## config.mk

```make
export PLATFORM = sky130hd
export DESIGN_NAME = osc_bank_sched
export DESIGN_NICKNAME = d
export VERILOG_FILES = /design/src/rtl/osc_bank_sched.sv
export SDC_FILE = /design/constraint.sdc
export NUM_CORES = 1
export LEC_CHECK = 0
export BUFFER_PORTS_ARGS = -buffer_cell sky130_fd_sc_hd__buf_4
export CAP_MARGIN = 5
export CORE_MARGIN = 2
export CORE_UTILIZATION = 50
export DETAILED_ROUTE_END_ITERATION = 8
export GPL_ROUTABILITY_DRIVEN = 0
export PLACE_DENSITY_LB_ADDON = 0.2
export SYNTH_ARGS = -nofsm -noshare
export SYNTH_HDL_FRONTEND = slang
export SYNTH_SLANG_ARGS = --single-unit
```

## constraint.sdc

```tcl
create_clock -name i_clk -period 4.2 [get_ports i_clk]
set_input_delay 0.42 -clock i_clk [delete_from_list [all_inputs] [get_ports i_clk]]
set_output_delay 0.42 -clock i_clk [all_outputs]
set_load 0.03 [all_outputs]
```

## src/rtl/osc_bank_sched.sv

```systemverilog
// osc_bank_sched: time-multiplexed oscillator bank sharing one saw2sin converter.
// On each accepted frame tick every voice's 16-bit phase is issued to the
// converter back to back, accumulated by its increment, and one tagged sine
// sample per voice is returned two cycles after issue.
// Optional feature: define OSC_SCHED_MUTE_EN to add the per-voice i_mute port.
module osc_bank_sched #(
    parameter  int VOICES = 4,
    localparam int IW     = $clog2(VOICES)
) (
    input  logic              i_clk,
    input  logic              i_rst_n,
    input  logic              i_tick,
    input  logic              i_cfg_we,
    input  logic [IW-1:0]     i_cfg_addr,
    input  logic [15:0]       i_cfg_inc,
    input  logic              i_cfg_zero,
    output logic [15:0]       o_saw,
    input  logic [15:0]       i_sin,
    output logic [15:0]       o_sample,
    output logic [IW-1:0]     o_voice,
    output logic              o_valid,
    output logic              o_busy,
`ifdef OSC_SCHED_MUTE_EN
    input  logic [VOICES-1:0] i_mute,
`endif
    input  logic              i_ovr_clr,
    output logic              o_overrun
);

    typedef enum logic {
        IDLE  = 1'b0,
        ISSUE = 1'b1
    } state_t;

    state_t        state, state_nx;
    logic [IW-1:0] idx, idx_nx;
    logic [15:0]   phase [VOICES];
    logic [15:0]   inc   [VOICES];
    logic [15:0]   saw_hold;
    logic          s1_valid;
    logic [IW-1:0] s1_idx;
    logic          tick_ok;
    logic          cfg_hit;
    logic [15:0]   sample_in;

    // A frame is in flight while issuing or while either pipeline stage holds data.
    assign o_busy  = (state == ISSUE) | s1_valid | o_valid;
    assign tick_ok = i_tick & ~o_busy;
    assign cfg_hit = i_cfg_we & (int'(i_cfg_addr) < VOICES);

    // The converter sees the live phase while issuing and the last issued phase otherwise.
    assign o_saw = (state == ISSUE) ? phase[idx] : saw_hold;

`ifdef OSC_SCHED_MUTE_EN
    assign sample_in = i_mute[s1_idx] ? 16'h0000 : i_sin;
`else
    assign sample_in = i_sin;
`endif

    // State and voice-counter registers.
    always_ff @(posedge i_clk or negedge i_rst_n) begin
        // NOTE: sequential state uses non-blocking assignments so every register
        // samples pre-edge values regardless of statement order.
        if (!i_rst_n) begin
            state <= IDLE;
            idx   <= '0;
        end else begin
            state <= state_nx;
            idx   <= idx_nx;
        end
    end

    // Next-state logic: walk the voice counter once per accepted tick.
    always_comb begin
        // NOTE: defaults first so every path assigns every output and no latch is inferred.
        state_nx = state;
        idx_nx   = idx;
        case (state)
            IDLE: begin
                if (tick_ok) begin
                    state_nx = ISSUE;
                    idx_nx   = '0;
                end
            end
            ISSUE: begin
                if (idx == IW'(VOICES - 1)) begin
                    state_nx = IDLE;
                end else begin
                    idx_nx = idx + 1'b1;
                end
            end
            default: state_nx = IDLE;
        endcase
    end

    // Per-voice phase accumulation and configuration writes.
    always_ff @(posedge i_clk or negedge i_rst_n) begin
        // NOTE: this small register file is reset because phases and increments
        // must start at zero; large RAM-style arrays would normally be left unreset.
        if (!i_rst_n) begin
            for (int v = 0; v < VOICES; v++) begin
                phase[v] <= '0;
                inc[v]   <= '0;
            end
        end else begin
            for (int v = 0; v < VOICES; v++) begin
                // The issue uses the increment held before any same-cycle write.
                if ((state == ISSUE) && (idx == IW'(v))) begin
                    phase[v] <= phase[v] + inc[v];
                end
                // Zeroing is written last so it wins over a simultaneous accumulate.
                if (cfg_hit && (i_cfg_addr == IW'(v))) begin
                    inc[v] <= i_cfg_inc;
                    if (i_cfg_zero) begin
                        phase[v] <= '0;
                    end
                end
            end
        end
    end

    // Hold the last issued phase so o_saw is stable between frames.
    always_ff @(posedge i_clk or negedge i_rst_n) begin
        if (!i_rst_n) begin
            saw_hold <= '0;
        end else if (state == ISSUE) begin
            saw_hold <= phase[idx];
        end
    end

    // Two-stage valid/index pipeline aligned with the converter latency.
    always_ff @(posedge i_clk or negedge i_rst_n) begin
        if (!i_rst_n) begin
            s1_valid <= 1'b0;
            s1_idx   <= '0;
            o_valid  <= 1'b0;
            o_voice  <= '0;
            o_sample <= '0;
        end else begin
            s1_valid <= (state == ISSUE);
            s1_idx   <= idx;
            o_valid  <= s1_valid;
            if (s1_valid) begin
                o_voice  <= s1_idx;
                o_sample <= sample_in;
            end
        end
    end

    // Sticky overrun flag; a dropped tick outranks a same-cycle clear.
    always_ff @(posedge i_clk or negedge i_rst_n) begin
        if (!i_rst_n) begin
            o_overrun <= 1'b0;
        end else if (i_tick && o_busy) begin
            o_overrun <= 1'b1;
        end else if (i_ovr_clr) begin
            o_overrun <= 1'b0;
        end
    end

endmodule

```

==> out/results.txt <==
Share of the synthesized area in the top cell type = 43.90%
Sequential area share after synthesis = 43.90%
CTS tree = yes
Leak = 4.973 nW
# resized after CTS = 0
Port Buffers = 76
GRT overflow = 0
Die area = 0.02051 mm²
Flop-to-flop setup slack = 1.58 ns
Wirelength per Cell = 18.22 µm
Cell area after layout = 0.01113 mm²
Post-route minimum period = 2.856 ns
Vias in the first global route = 7145
Buf+Inv Stages, Crit Path = 1
Largest net degree at the start of global routing = 106
Die W = 143.2 µm
Core area = 0.01883 mm²
Count leader, synth = dfrtp_1
# DRC = 0
Clock slew at reported path FFs = 0.06 ns
Max VDD drop = 0.3490 mV
Syn. warnings = 0
DRT antenna net count = 0
Top cells by area, synth = dfrtp_1, mux2_2, ha_1, a21oi_1, mux4_2
Syn Inst Count = 902
Worst Reg-to-Reg Cells = 7
Final Cycle Share = 68.00%
Crit-path cells = mux4_2 -> mux2_2 -> buf_4
Filler-free cell count of the finished design = 1240
Drt total wl = 22590 µm
CP top delay family = multiplexers
Aggregate global-route resource usage = 23.35%
Diodes inserted = 0
Met2 Use GR = 36.99%
Worst-path fanout max = 21
Startpoint Class = flop
Start of the worst register-to-register path = state
Clock Latency Late Sink = 0.43 ns
# H-tree levels = 4
IO Pins = 77
Num rows = 50
Clock tree buffer depth = 2
WP data arrival = 2.44 ns
Top Usage Layer GRT = met2
R2r endpoint = phase[47]
Failing checks = hold timing
Clock sink count = 170
Cell Area, Placed = 0.01051 mm²
Top cells by count, synth = dfrtp_1, mux2_2, nand2_1
Setup crit end kind = output pin
Kind of critical path = reg -> out
Post-cts hold buffer count = 0
Outcome = finished, violations left
FFs w/ async S/R, synth = 100.0%
GR Util met3 = 5.131%
Mean Syn Cell Area = 10.74 µm²
Post-synth cell types = 63
DP HPWL = 16880 µm
Total negative slack = 0 ns
Unrepaired setup endpoints after global routing = no
M1 GR Usage = 32.71%
Synthesis-to-finish area growth = 14.82%
Final Core Density = 59.08%
Rel. slew slack = 27.64%
Max cap viols = 0
Synth Flop Type = dfrtp_1
Slew @ Worst Pin = 1.083 ns
Detailed Route Iter0 Violations = 510
Final Hold Viols = 17
Max Freq = 350.1 MHz
Root Buffer = clkbuf_16
HP Class = in -> async
Number of synthesized register bits = 170
Vias per cell = 5.784
Postcts setup bufs = 0
Worst Path Required = 3.78 ns
Vias = 7172
Cell taking the most area after synthesis = dfrtp_1
Hold Slack = -0.01459 ns
Initial antenna violation count = 1
Share of cells above drive strength 1 = 25.20%
Total design power = 8.993 mW
Worst path max stage delay = 0.86 ns
Nets = 1076
DRT Pass-1 Iters = 5
Pwr dens = 808.3 mW/mm²
First-pass GRT wire length = 36850 µm
Initial Util = 51.46%
Cell Area, Synth = 0.009689 mm²
Inserted Clock Buffers = 17
Skew final = 0.008228 ns
Die height = 143.2 µm
Crit-path slowest cell = dfrtp_1
Post-synth EDFFs = 0
Fin. max-slew vios = 0
Cell Count Post-Placement = 1209
Final setup violation count = 0
Synth Net Count = 1010
-- per-layer routing --
metal | wire length [µm] | share of wire [%]
met5 | 17 | 0.075
met4 | 395 | 1.7
met3 | 1179 | 5.2
met2 | 10240 | 45
met1 | 10760 | 48
-- final cells by class --
class,instances,area [µm²]
timing repair buffer,81,624.3
clock inverter,12,173.9
multi-input combinational,683,5249
tap,260,325.3
inverter,15,56.30
fill,1556,7705
clock buffer,19,442.9
sequential,170,4254
-- registers in the layout (all words and copies together) (netlist names) --
| signal | flops |
|---|---|
| o_valid | 1 |
| s1_valid | 1 |
| saw_hold | 16 |
| idx | 2 |
| o_voice | 2 |
| s1_idx | 2 |
| o_sample | 16 |
| inc | 64 |
| state | 1 |
| o_overrun | 1 |
| phase | 64 |
-- stage by stage --
step	hold WS [ns]	setup slack, ns
after floorplan	0.1244	1.885
after global placement	0.3591	1.694
after detailed placement	0.3615	1.610
after CTS	0.003130	1.324
after global routing	0.01546	1.252
final	-0.01459	1.344
-- worst max-delay path by stage --
stage | startpoint | slack, ns | to | cells after the start
CTS | idx[0] | 1.32 | o_saw[15] | 3
detailed placement | state | 1.61 | phase[47] | 7
finish | idx[0] | 1.34 | o_saw[15] | 3
global placement | state | 1.69 | phase[47] | 7
global route | idx[0] | 1.25 | o_saw[15] | 3
floorplan | phase[16] | 1.88 | phase[30] | 9
-- layout by cell type, fill, tap and decap left out, types with 8 or more instances in the layout --
master | synthesis | layout
nand3_1 | 23 | 23
mux4_2 | 16 | 16
mux2_2 | 99 | 99
o21ai_1 | 12 | 12
inv_1 | 15 | 15
buf_4 | 0 | 79
o21ai_0 | 37 | 37
nor2_1 | 56 | 56
dfrtp_1 | 170 | 170
nor2b_1 | 8 | 8
xnor2_1 | 21 | 21
nor3_1 | 16 | 15
xor2_1 | 14 | 14
clkbuf_16 | 0 | 17
a21o_1 | 19 | 19
ha_1 | 64 | 64
nand2_1 | 96 | 96
a211oi_1 | 18 | 18
a21oi_1 | 75 | 75
-- power by group --
group | internal [mW] | switching [mW] | total, mW
Sequential | 2.23 | 0.591 | 2.82
Combinational | 2.04 | 2.48 | 4.52
Clock | 1.01 | 0.649 | 1.65
-- logic make-up after synthesis --
| group | share of synthesized area (%) |
|---|---|
| flip-flops | 43.90 |
| AO/OA/AOI/OAI | 14.70 |
| multiplexers | 15.74 |
| AND/OR/NAND/NOR | 11.43 |
| adder cells (fa/ha/maj) | 9.091 |
| XOR/XNOR | 3.164 |
| buffers and inverters | 1.976 |
(Power assumes the default switching activity.)
